`config.mk`:
```
export PLATFORM = sky130hd
export DESIGN_NAME = lsu
export DESIGN_NICKNAME = d
export VERILOG_FILES = /design/src/rtl/lsu_pkg.sv /design/src/rtl/lsu_align.sv /design/src/rtl/lsu.sv
export SDC_FILE = /design/constraint.sdc
export NUM_CORES = 1
export LEC_CHECK = 0
export BUFFER_PORTS_ARGS = -buffer_cell sky130_fd_sc_hd__buf_2
export CORE_ASPECT_RATIO = 2
export CORE_MARGIN = 2
export CORE_UTILIZATION = 46
export CTS_BUF_LIST = sky130_fd_sc_hd__clkbuf_4 sky130_fd_sc_hd__clkbuf_8
export DETAILED_ROUTE_END_ITERATION = 8
export PLACE_DENSITY_LB_ADDON = 0.15
export RECOVER_POWER = 50
export SYNTH_ARGS = -nofsm -noshare
export SYNTH_HDL_FRONTEND = slang
export SYNTH_SLANG_ARGS = --single-unit
```
`constraint.sdc`:
```
create_clock -name clk_i -period 2.2 [get_ports clk_i]
set_input_delay 0.33 -clock clk_i [delete_from_list [all_inputs] [get_ports clk_i]]
set_output_delay 0.33 -clock clk_i [all_outputs]
set_load 0.05 [all_outputs]
```
`src/rtl/lsu_pkg.sv`:
```
`default_nettype none
// ============================================================================
//  Module   : lsu_pkg
//  Purpose  : Shared encodings for the load/store unit (sizes, errors, states)
//  Revision : 1.0 - initial release
// ============================================================================
package lsu_pkg;

    // funct3 access-size encodings
    localparam logic [2:0] LSU_B  = 3'b000;
    localparam logic [2:0] LSU_H  = 3'b001;
    localparam logic [2:0] LSU_W  = 3'b010;
    localparam logic [2:0] LSU_BU = 3'b100;
    localparam logic [2:0] LSU_HU = 3'b101;

    // completion status reported alongside resp_valid_o
    localparam logic [1:0] LSU_OK       = 2'b00;
    localparam logic [1:0] LSU_MISALIGN = 2'b01;
    localparam logic [1:0] LSU_TIMEOUT  = 2'b10;

    typedef enum logic [1:0] {
        ST_IDLE = 2'd0,
        ST_REQ  = 2'd1,
        ST_WAIT = 2'd2,
        ST_RESP = 2'd3
    } lsu_state_e;

endpackage : lsu_pkg
`default_nettype wire

```
`src/rtl/lsu_align.sv`:
```
`default_nettype none
// ============================================================================
//  Module   : lsu_align
//  Purpose  : Combinational alignment check, store lane placement and load
//             byte/half extraction with sign/zero extension
//  Revision : 1.0 - initial release
// ============================================================================
module lsu_align
    import lsu_pkg::*;
#(
    parameter int XLEN = 32
) (
    input  logic [2:0]      size_i,
    input  logic [1:0]      addr_lo_i,
    input  logic [XLEN-1:0] wdata_i,
    input  logic [XLEN-1:0] rdata_i,
    output logic            misalign_o,
    output logic [3:0]      wstrb_o,
    output logic [XLEN-1:0] wdata_o,
    output logic [XLEN-1:0] rdata_o
);

    logic [7:0]  byte_sel;
    logic [15:0] half_sel;

    always_comb begin
        misalign_o = 1'b0;
        wstrb_o    = 4'b1111;
        wdata_o    = wdata_i;
        unique case (size_i)
            LSU_B, LSU_BU: begin
                wstrb_o = 4'b0001 << addr_lo_i;
                wdata_o = {4{wdata_i[7:0]}};
            end
            LSU_H, LSU_HU: begin
                misalign_o = addr_lo_i[0];
                wstrb_o    = 4'b0011 << addr_lo_i;
                wdata_o    = {2{wdata_i[15:0]}};
            end
            // word and unassigned encodings are treated as full-word accesses
            default: misalign_o = |addr_lo_i;
        endcase
    end

    always_comb begin
        byte_sel = rdata_i[7:0];
        unique case (addr_lo_i)
            2'd0:    byte_sel = rdata_i[7:0];
            2'd1:    byte_sel = rdata_i[15:8];
            2'd2:    byte_sel = rdata_i[23:16];
            default: byte_sel = rdata_i[31:24];
        endcase
        half_sel = addr_lo_i[1] ? rdata_i[31:16] : rdata_i[15:0];

        unique case (size_i)
            LSU_B:   rdata_o = {{24{byte_sel[7]}}, byte_sel};
            LSU_BU:  rdata_o = {24'd0, byte_sel};
            LSU_H:   rdata_o = {{16{half_sel[15]}}, half_sel};
            LSU_HU:  rdata_o = {16'd0, half_sel};
            default: rdata_o = rdata_i;
        endcase
    end

endmodule : lsu_align
`default_nettype wire

```
`src/rtl/lsu.sv`:
```
`default_nettype none
// ============================================================================
//  Module   : lsu
//  Purpose  : Single-outstanding load/store unit with valid/ready memory port,
//             byte strobes, load extension and response timeout
//  Revision : 1.0 - initial release
// ============================================================================
module lsu
    import lsu_pkg::*;
#(
    parameter int XLEN    = 32,
    parameter int TIMEOUT = 255
) (
    input  logic            clk_i,
    input  logic            rst_i,
    input  logic            req_valid_i,
    output logic            req_ready_o,
    input  logic            wen_i,
    input  logic            ren_i,
    input  logic [2:0]      size_i,
    input  logic [XLEN-1:0] addr_i,
    input  logic [XLEN-1:0] wdata_i,
    output logic            resp_valid_o,
    output logic [XLEN-1:0] rdata_o,
    output logic [1:0]      err_o,
    output logic            mem_valid_o,
    input  logic            mem_ready_i,
    output logic [XLEN-1:0] mem_addr_o,
    output logic            mem_wen_o,
    output logic [3:0]      mem_wstrb_o,
    output logic [XLEN-1:0] mem_wdata_o,
    input  logic            mem_rvalid_i,
    input  logic [XLEN-1:0] mem_rdata_i
);

    localparam int               CNT_W    = $clog2(TIMEOUT + 1);
    localparam logic [CNT_W-1:0] CNT_LAST = CNT_W'(TIMEOUT - 1);
    localparam logic [CNT_W-1:0] CNT_MAX  = CNT_W'(TIMEOUT);

    lsu_state_e        state_q, state_d;
    logic [CNT_W-1:0]  cnt_q, cnt_d;
    logic [2:0]        size_q, size_d;
    logic [1:0]        addr_lo_q, addr_lo_d;
    logic [XLEN-1:0]   mem_addr_q, mem_addr_d;
    logic              mem_wen_q, mem_wen_d;
    logic [3:0]        mem_wstrb_q, mem_wstrb_d;
    logic [XLEN-1:0]   mem_wdata_q, mem_wdata_d;
    logic [XLEN-1:0]   rdata_q, rdata_d;
    logic [1:0]        err_q, err_d;

    logic              accept;
    logic              timeout_hit;
    logic [2:0]        align_size;
    logic [1:0]        align_addr_lo;
    logic              align_misalign;
    logic [3:0]        align_wstrb;
    logic [XLEN-1:0]   align_wdata;
    logic [XLEN-1:0]   align_rdata;

    // One align unit serves both phases: live request fields in IDLE for the
    // misalign/lane check, latched fields afterwards for load extraction.
    assign align_size    = (state_q == ST_IDLE) ? size_i      : size_q;
    assign align_addr_lo = (state_q == ST_IDLE) ? addr_i[1:0] : addr_lo_q;

    lsu_align #(
        .XLEN (XLEN)
    ) u_align (
        .size_i     (align_size),
        .addr_lo_i  (align_addr_lo),
        .wdata_i    (wdata_i),
        .rdata_i    (mem_rdata_i),
        .misalign_o (align_misalign),
        .wstrb_o    (align_wstrb),
        .wdata_o    (align_wdata),
        .rdata_o    (align_rdata)
    );

    assign accept      = req_valid_i && (wen_i || ren_i);
    assign timeout_hit = (cnt_q >= CNT_LAST);

    always_comb begin
        state_d     = state_q;
        cnt_d       = cnt_q;
        size_d      = size_q;
        addr_lo_d   = addr_lo_q;
        mem_addr_d  = mem_addr_q;
        mem_wen_d   = mem_wen_q;
        mem_wstrb_d = mem_wstrb_q;
        mem_wdata_d = mem_wdata_q;
        rdata_d     = rdata_q;
        err_d       = err_q;

        unique case (state_q)
            ST_IDLE: begin
                cnt_d = '0;
                if (accept) begin
                    size_d    = size_i;
                    addr_lo_d = addr_i[1:0];
                    rdata_d   = '0;
                    if (align_misalign) begin
                        state_d = ST_RESP;
                        err_d   = LSU_MISALIGN;
                    end else begin
                        state_d     = ST_REQ;
                        err_d       = LSU_OK;
                        mem_addr_d  = {addr_i[XLEN-1:2], 2'b00};
                        mem_wen_d   = wen_i;
                        mem_wstrb_d = wen_i ? align_wstrb : 4'b0000;
                        mem_wdata_d = wen_i ? align_wdata : '0;
                    end
                end
            end

            ST_REQ: begin
                if (cnt_q != CNT_MAX) cnt_d = cnt_q + 1'b1;
                // a handshake on the last counted cycle still proceeds to WAIT
                if (mem_ready_i) begin
                    state_d = ST_WAIT;
                end else if (timeout_hit) begin
                    state_d = ST_RESP;
                    err_d   = LSU_TIMEOUT;
                end
            end

            ST_WAIT: begin
                if (cnt_q != CNT_MAX) cnt_d = cnt_q + 1'b1;
                if (mem_rvalid_i) begin
                    state_d = ST_RESP;
                    err_d   = LSU_OK;
                    rdata_d = mem_wen_q ? '0 : align_rdata;
                end else if (timeout_hit) begin
                    state_d = ST_RESP;
                    err_d   = LSU_TIMEOUT;
                    rdata_d = '0;
                end
            end

            ST_RESP: begin
                state_d = ST_IDLE;
                cnt_d   = '0;
                rdata_d = '0;
                err_d   = LSU_OK;
            end

            default: state_d = ST_IDLE;
        endcase
    end

    always_ff @(posedge clk_i) begin
        if (!rst_i) begin
            state_q     <= ST_IDLE;
            cnt_q       <= '0;
            size_q      <= 3'b000;
            addr_lo_q   <= 2'b00;
            mem_addr_q  <= '0;
            mem_wen_q   <= 1'b0;
            mem_wstrb_q <= 4'b0000;
            mem_wdata_q <= '0;
            rdata_q     <= '0;
            err_q       <= LSU_OK;
        end else begin
            state_q     <= state_d;
            cnt_q       <= cnt_d;
            size_q      <= size_d;
            addr_lo_q   <= addr_lo_d;
            mem_addr_q  <= mem_addr_d;
            mem_wen_q   <= mem_wen_d;
            mem_wstrb_q <= mem_wstrb_d;
            mem_wdata_q <= mem_wdata_d;
            rdata_q     <= rdata_d;
            err_q       <= err_d;
        end
    end

    assign req_ready_o  = (state_q == ST_IDLE);
    assign resp_valid_o = (state_q == ST_RESP);
    assign mem_valid_o  = (state_q == ST_REQ);
    assign mem_addr_o   = mem_addr_q;
    assign mem_wen_o    = mem_wen_q;
    assign mem_wstrb_o  = mem_wstrb_q;
    assign mem_wdata_o  = mem_wdata_q;
    assign rdata_o      = rdata_q;
    assign err_o        = err_q;

endmodule : lsu
`default_nettype wire
```
### Word level (Yosys, flattened, before mapping)

Cells that the tools add are included.

| cells by class | value |
|---|---|
| bitwise gates (word level) | 1 |
| order comparisons | 1 |
| eq/ne operators | 13 |
| reductions and logical operators | 15 |
| shift-type cells | 2 |
| mux-type cells | 29 |
| add/subtract/negate cells | 1 |

Operator list:

| kind | count |
|---|---|
| $mux 32 | 5 |
| $pmux 32 s4 | 1 |
| $pmux 32 s3 | 1 |
| $pmux 32 s2 | 1 |
| $pmux 8 s3 | 1 |
| $mux 2 | 10 |
| $mux 16 | 1 |
| $pmux 2 s4 | 2 |
| $pmux 8 s2 | 1 |
| $reduce_or 2->1 | 5 |
| $add 8x1->8 const B | 1 |
| $ge 8x8->1 const B | 1 |
| $mux 8 | 1 |
| $ne 8x8->1 const B | 1 |
| $pmux 4 s2 | 1 |
| $eq 2x2->1 const B | 3 |
| $eq 3x3->1 const B | 2 |
| $reduce_and 3->1 | 2 |
| $eq 2x1->1 const B | 2 |
| $logic_not 2->1 | 2 |
| $mux 4 | 1 |
| $ne 2x1->1 const B | 2 |
| $reduce_and 2->1 | 2 |
| $shl 1x2->4 const A | 1 |
| 12 further kinds | 12 |

| word-level totals | value |
|---|---|
| output and inout bits | 106 |
| bits of input ports | 106 |
| bits in registers | 116 |

### Longest topological paths before layout

Gate-level depths: netlist (run 1).

| depth | value |
|---|---|
| depth after elaboration | 8 |
| depth in mapped cells | 11 |
| depth with buffers taken out | 7 |

### Cells and area by module

Synthesis (run 1) repeated with hierarchy kept, for this count alone.

| second synthesis, totals | value |
|---|---|
| cell total of the unflattened synthesis | 659 |
| area total of the unflattened synthesis | 5729.2 um^2 |

Modules (own cells, without submodules):

| module | cells an instance | times used | area an instance (um^2) | sequential area each (um^2) |
|---|---|---|---|---|
| lsu | 479 | 1 | 4388.0 | 2322.2 |
| lsu_align | 180 | 1 | 1341.3 | 0.0 |

### Worst setup path after synthesis (run 1)

OpenSTA, ideal clock, no wires.

| path | value |
|---|---|
| kind | reg-to-reg |
| start point | register state_q[1] |
| end point | register rdata_q[22] (netlist: rdata_o[22]) |
| required time | 2085 ps |
| cell stages (with the launch flop) | 9 |
| data arrival time | 2359 ps |
| path buffers | 1 |
| setup slack | -275 ps |
| clock period less this slack | 2475 ps |
| path through | dfxtp_1 > inv_1 > ha_1 > mux2_2 > a211oi_2 > a22oi_4 > o21ai_4 > buf_6 > o2bb2ai_2 |

| on the way | value |
|---|---|
| longest elaborated chain between the ends | 8 |
| elaborated cells on any way between the ends | 22 |
| classes of those cells | eq/ne: 9; mux: 8; reduce/logical: 5 |

Ends and longest elaborated chain:

| item | line | RTL |
|---|---|---|
| from (decl) | lsu.sv:40 | `lsu_state_e state_q, state_d;` |
| from (signal assigned) | lsu.sv:162 | `state_q <= state_d;` |
| $logic_not 2->1 (*) | n/a |  |
| via req_ready_o | lsu.sv:17 | `output logic req_ready_o,` |
| $mux 2 | lsu.sv:63 | `assign align_addr_lo = (state_q == ST_IDLE) ? addr_i[1:0] : addr_lo_q;` |
| $eq 2x2->1 (tied with other cells) | lsu_align.sv:47 | `unique case (addr_lo_i)` |
| $pmux 8 s3 | lsu_align.sv:47 |  |
| $pmux 32 s4 | lsu_align.sv:55 | `unique case (size_i)` |
| $mux 32 | lsu.sv:130 | `rdata_d = mem_wen_q ? '0 : align_rdata;` |
| $mux 32 | lsu.sv:127 | `if (mem_rvalid_i) begin` |
| $pmux 32 s3 | lsu.sv:93 | `unique case (state_q)` |
| to (signal assigned) | lsu.sv:170 | `rdata_q <= rdata_d;` |
| to (decl) | lsu.sv:48 | `logic [XLEN-1:0] rdata_q, rdata_d;` |

Mark *: on every way through the listed nets, which the timed path passes. The rest lies on a longest branch.
A chain may end at the register's enable or synchronous reset.

### Worst setup path after layout (run 1)

| path | value |
|---|---|
| start point | register state_q[1] |
| end point | register rdata_q[8] (netlist: rdata_o[8]) |

| on the way | value |
|---|---|
| longest elaborated chain between the ends | 8 |
| elaborated cells on any way between the ends | 22 |
| classes of those cells | eq/ne: 9; mux: 8; reduce/logical: 5 |

Ends and longest elaborated chain:

| item | line |
|---|---|
| $logic_not 2->1 | lsu.sv:62, lsu.sv:63, lsu.sv:93 |
| $mux 2 | lsu.sv:63 |
| $eq 2x2->1 (tied with other cells) | lsu_align.sv:47 |
| $pmux 8 s3 | lsu_align.sv:47 |
| $pmux 32 s4 | lsu_align.sv:55 |
| $mux 32 | lsu.sv:130 |
| $mux 32 | lsu.sv:127 |
| $pmux 32 s3 | lsu.sv:93 |

Parallel ways exist; a longest one is shown, timed or not.

==> results.toml, run 1 <==
[placement]
portBuffers = 209
placed_area_um2 = 6980
gp_congestion = 1.00
dp_hpwl_mm = 14.5
place_ws_ps = -74.5

[sta]
final_hold_viol_count = 0
worst_pin_slew_ps = 721
finalMaxSlewViolations = 0
setup_viol = 0
min_period_over_period = 0.957
fin_ws_ps = 94.3
finalSetupTns_ps = 0
worst_clock_skew_ps = 17.4
whs_ps = 132
max_freq_mhz = 475
slew_headroom = 0.521
period_minus_slack_ps = 2110
grt_setup_unrepaired = "true"

[power_and_ir_drop]
powerDensity_nw_per_um2 = 1030
finalPower_mw = 7.60
ir_drop_uv = 599
p_leak_nw = 2.96

[critical_path]
path_max_fanout = 9
crit_path_start_kind = "register"
worst_ep_required_time_ps = 2570
end_kind = "register"
crit_arrival_ps = 2470
worstSetupPathType = "reg -> reg"

[grt]
grt_max_degree = 51
grt_usage = 0.287
grt_overflow_total = 0
grt_pass1_wl_mm = 29.0
grt_antenna_before_repair = 0
grt_pass1_vias = 5788

[floorplanning]
io_pins = 212
die_w_um = 82.7
initial_utilization = 0.470
core.rowCount = 57
dieArea_um2 = 13300
core-area_um2 = 12100
dieHeight_um = 161

[logic_synthesis]
avgSynthCellArea_um2 = 8.22
synthTopCellsByCount = "128 x nand2_1, 116 x dfxtp_1, 87 x nor2_1"
yosysTopAreaCell = "dfxtp_1"
synthMostInstantiatedCell = "nand2_1"
syn_inst = 693
async_flop_share = 0
synth_area_um2 = 5700
ys_seq_area_frac = 0.407
synth_cell_types = 67
synthFlopType = "dfxtp_1"
netlist.area_leader.share = 0.407
synth.area.top_cells = "dfxtp_1 41%, nand2_1 8.4%, a21oi_1 7.6%"
ys_warn_count = 0
ys_seq_elements = 116
synth-edff-count = 0

[route]
drcViolationCount = 0
viasPerCell = 5.66
drtIter0Drc = 282
drt_first_pass_iters = 5
drt-total-wl_mm = 19.3
vias = 6028
final_antenna_net_count = 0
wl_per_cell_um = 18.1

[clock_tree]
insertion_delay_ps = 430
holdBufCountCts = 0
cts_max_path_buffers = 2
cts_buffers = 17
root_buffer = "clkbuf_8"
path_clk_slew_ps = 80
cts_tree = "yes"
cts_sinks = 116
cts.htree.levels = 4

[final_layout]
syn_to_final_growth_pct = 29.1
layout-drive-gt1-share = 0.235
num_antenna_cells = 0
nNetsFinal = 1017
fin_area_um2 = 7360

[status]
status = "finished, final reports clean"

[min_path]
min_path_type = "in -> reg"

[job]
cap_viol_max_count = 0
[where the power goes]
group          switching [mW]  internal (mW)
clock network           0.991           1.04
logic                    2.09           1.10
registers               0.115           2.27
[sequential cells by signal (all words and copies together) (netlist names)]
| name | count |
|---|---|
| err_o | 2 |
| mem_wstrb_o | 4 |
| mem_addr_o | 30 |
| mem_wen_o | 1 |
| addr_lo_q | 2 |
| state_q | 2 |
| size_q | 3 |
| mem_wdata_o | 32 |
| cnt_q | 8 |
| rdata_o | 32 |
[per-layer routing]
metal	up-vias	wire length, um	GRT usage
li1	2885	-	-
met1	2775	6460	0.285
met2	294	10200	0.518
met3	74	1410	0.0609
met4	0	1190	0.175
met5	-	0	0
[worst max-delay path: stages, from the launching register on]
cell and delay (ps):
dfxtp_1 330, inv_1 90, ha_4 190, buf_4 170
nand2b_1 160, o221a_2 320, a22oi_4 260, buf_4 200
o221ai_1 150, a21oi_1 170
[kinds of logic (layout without fill, tap and decap cells)]
logic type / after synthesis / after routing / share of synthesized area
other: 1 / 2 / 0.000658
flip-flops: 116 / 116 / 0.407
AO/OA/AOI/OAI: 197 / 197 / 0.255
adder cells (fa/ha/maj): 6 / 6 / 0.0132
XOR/XNOR: 5 / 5 / 0.00768
buffers and inverters: 63 / 287 / 0.0555
multiplexers: 27 / 27 / 0.0525
AND/OR/NAND/NOR: 278 / 278 / 0.208
[final cells by class]
cell class	count	area [um^2]
clock inverters	15	171
repair buffers	247	1280
inverters	8	30.0
fillers	1209	4770
flip-flops and latches	116	2320
clock buffers	17	234
well taps	147	184
multi-input cells	515	3140
[placed cells by master (no fill, tap or decap), types with 3 or more instances in the layout]
cell type  count
o211ai_1       3
clkbuf_1     101
clkbuf_8      17
buf_4         29
nand2b_1       4
nor2_1        86
dfxtp_1      116
xor2_1         4
a22oi_1       25
buf_2        108
inv_1          6
o2bb2ai_1     13
o21ai_0        8
mux2_1         4
buf_12         5
a21oi_1       86
nand3_1       23
and3_1         4
inv_6          5
mux2_2         6
nor2b_1        4
mux2i_1       14
nor3_1        10
o221ai_1      22
ha_1           5
buf_6          3
clkinv_4       5
a221oi_1       7
o2bb2ai_2     10
nand2_1      128
[metrics by stage]
stage | instances | util
CTS | 1061 | 0.611
finish | 1065 | 0.607
global route | 1065 | 0.607
global placement | 1027 | 0.576
detailed placement | 1027 | 0.576
floorplan | 694 | -
[worst paths after layout]
kind                                      from             end  depth (start not counted)  slack, ps
worst max-delay path                state_q[1]      rdata_o[8]                          9         90
worst min-delay path                addr_i[10]  mem_addr_o[10]                          3        130
worst max register to register      state_q[1]      rdata_o[8]                          9         90
worst min register to register  mem_wdata_o[7]  mem_wdata_o[7]                          2        460
[repair_timing]
item                                    in CTS  in global routing
endpoints found under the setup margin      22                 72
gates resized for setup                      1                 10
pin swaps                                    0                  3
setup buffers                                2                  4
endpoints found under the hold margin        0                  0
cloned                                       0                  0
Note: power is estimated with default switching activity, not from simulation.
==> inputs of run 2 (changes only) <==
--- a/config.mk
+++ b/config.mk
@@ -13,3 +13,3 @@
 export DETAILED_ROUTE_END_ITERATION = 8
-export PLACE_DENSITY_LB_ADDON = 0.15
+export PLACE_DENSITY = 0.84
 export RECOVER_POWER = 50
--- a/constraint.sdc
+++ b/constraint.sdc
@@ -3,2 +3,2 @@
 set_output_delay 0.33 -clock clk_i [all_outputs]
-set_load 0.05 [all_outputs]
+set_load 0.1 [all_outputs]
==> results.toml, run 2 (synthesis gave the netlist of run 1 again) <==
[power_and_ir_drop]
pwr-share-seq = 0.278
ir_drop_uv = 595
powerDensity_nw_per_um2 = 1140
combPwrFrac = 0.447
p_leak_nw = 3.39
finalPower_mw = 8.58
p_int_mw = 4.79
power.switching_mw = 3.79
pwr-share-clk = 0.275
switching_share = 0.442

[critical_path]
crit_arrival_ps = 2450
end_kind = "register"
path_max_fanout = 66
crit_path_start_kind = "register"
worst_ep_required_time_ps = 2520
reg2reg_depth = 9
timing.rr.end = "mem_wdata_o[12]"
r2r_slack_ps = 70
worstSetupPathType = "reg -> reg"
r2r-start = "state_q[1]"

[clock_tree]
insertion_delay_ps = 450
cts.htree.levels = 4
cts_tree = "yes"
path_clk_slew_ps = 90
cts_max_path_buffers = 2
cts_sinks = 116
cts_buffers = 17
root_buffer = "clkbuf_8"

[sta]
min_period_over_period = 0.968
finalMaxSlewViolations = 0
period_minus_slack_ps = 2130
final_hold_viol_count = 0
max_freq_mhz = 470
worst_clock_skew_ps = 16.8
setup_viol = 0
worst_pin_slew_ps = 526
fin_ws_ps = 70.9
slew_headroom = 0.652

[placement]
gp_congestion = 0.937
place_ws_ps = -68.0
dp_hpwl_mm = 13.4
placed_area_um2 = 7010
portBuffers = 209

[route]
final_antenna_net_count = 0
top_layer = "met4"
drt-total-wl_mm = 18.5
drt_first_pass_iters = 5
met1Wirelength_mm = 6.50
wl_met3_mm = 1.20
drtIter0Drc = 329
drcViolationCount = 0
viasPerCell = 5.71
vias = 6032
wl_per_cell_um = 17.5
met2WireLength_mm = 9.98

[final_layout]
syn_to_final_growth_pct = 32.4
num_antenna_cells = 0
fillers = 1101
final_cell_mix = "209 x buf_2, 128 x nand2_1, 115 x dfxtp_1"
layout-drive-gt1-share = 0.347
nNetsFinal = 1008
fin_util = 0.622
final_common_cell = "buf_2"
fin_area_um2 = 7550

[floorplanning]
dieArea_um2 = 13300
die_w_um = 82.7
core-area_um2 = 12100
dieHeight_um = 161
initial_utilization = 0.470
core.rowCount = 57
io_pins = 212

[grt]
grt_max_degree = 67
grt_pass1_vias = 5735
grt_usage = 0.274
grt_antenna_before_repair = 0
grt_pass1_wl_mm = 28.0
grt_overflow_total = 0

[min_path]
hold_start = "addr_i[3]"
hold_path_end = "mem_addr_o[3]"
hold_depth = 3
min_path_type = "in -> reg"

[job]
cap_viol_max_count = 0

[status]
status = "finished, final reports clean"
run 2: cell types whose count changed in the layout (fill, tap and decap cells not counted), moves of 2 or more:
cell       previous run  this run
buf_2               108       209
clkbuf_1            101         0
buf_4                29        20
a22oi_1              25        21
a22oi_2               0         4
buf_12                5         9
buf_6                 3         0
bufinv_16             2         5
clkinv_4              5         2
inv_1                 6         4
inv_2                 1         3
inv_6                 5         3
nor2_2                0         2
nor2_4                2         0
run 2: worst max-delay path, stage by stage, from the launching register on:
cell and delay [ps]:
dfxtp_2 350, inv_2 90, ha_4 200, buf_12 140, nand3b_1 160, o2111ai_4 160
or2_2 350, buf_12 190, a22oi_1 240, nor2_1 70
run 2: area by class of cell:
type                            instances  area (um^2)  area share
Clock buffer                           18          241      0.0320
Sequential cell                       116         2320       0.308
Multi-Input combinational cell        515         3170       0.419
Timing Repair Buffer                  238         1380       0.182
Inverter                                8         30.0     0.00398
Tap cell                              147          184      0.0244
Clock inverter                         14          225      0.0298
run 2: worst max-delay path by stage:
stage	endpoint	cells after the start	start
2_1_floorplan	mem_addr_o[10]	11	state_q[1]
3_3_place_gp	rdata_o[19]	7	state_q[1]
3_5_place_dp	rdata_o[16]	8	state_q[1]
4_1_cts	rdata_o[10]	9	state_q[1]
5_1_grt	mem_wdata_o[13]	9	state_q[1]
6_report	mem_wdata_o[12]	9	state_q[1]
run 2: per-layer routing:
metal / GRT usage / vias up
li1: - / 2866
met1: 0.272 / 2791
met2: 0.497 / 309
met3: 0.0626 / 66
met4: 0.157 / 0
met5: 0 / -
run 2: power groups by stage:
stage	logic [mW]	clock network [mW]	registers, mW
3_3_place_gp	3.73	0	2.42
2_1_floorplan	1.89	0	3.44
3_5_place_dp	3.78	0	2.43
4_1_cts	3.79	2.40	2.38
6_report	3.83	2.36	2.39
5_1_grt	4.05	2.49	2.41
run 2: through the flow:
stage | instances | hold WS [ps] | setup TNS, ps
final | 1056 | 110 | 0
after global placement | 1022 | 437 | 0
after global routing | 1056 | 95.6 | -75.7
after detailed placement | 1022 | 444 | -397
after floorplan | 694 | 466 | -56.4
after CTS | 1055 | 95.3 | 0
run 2: timing repair:
action / in CTS / in global routing
resized for setup: 0 / 7
pin swaps: 1 / 1
buffers inserted: 1 / 1
hold buffers: 0 / 0
endpoints found under the setup margin: 15 / 28
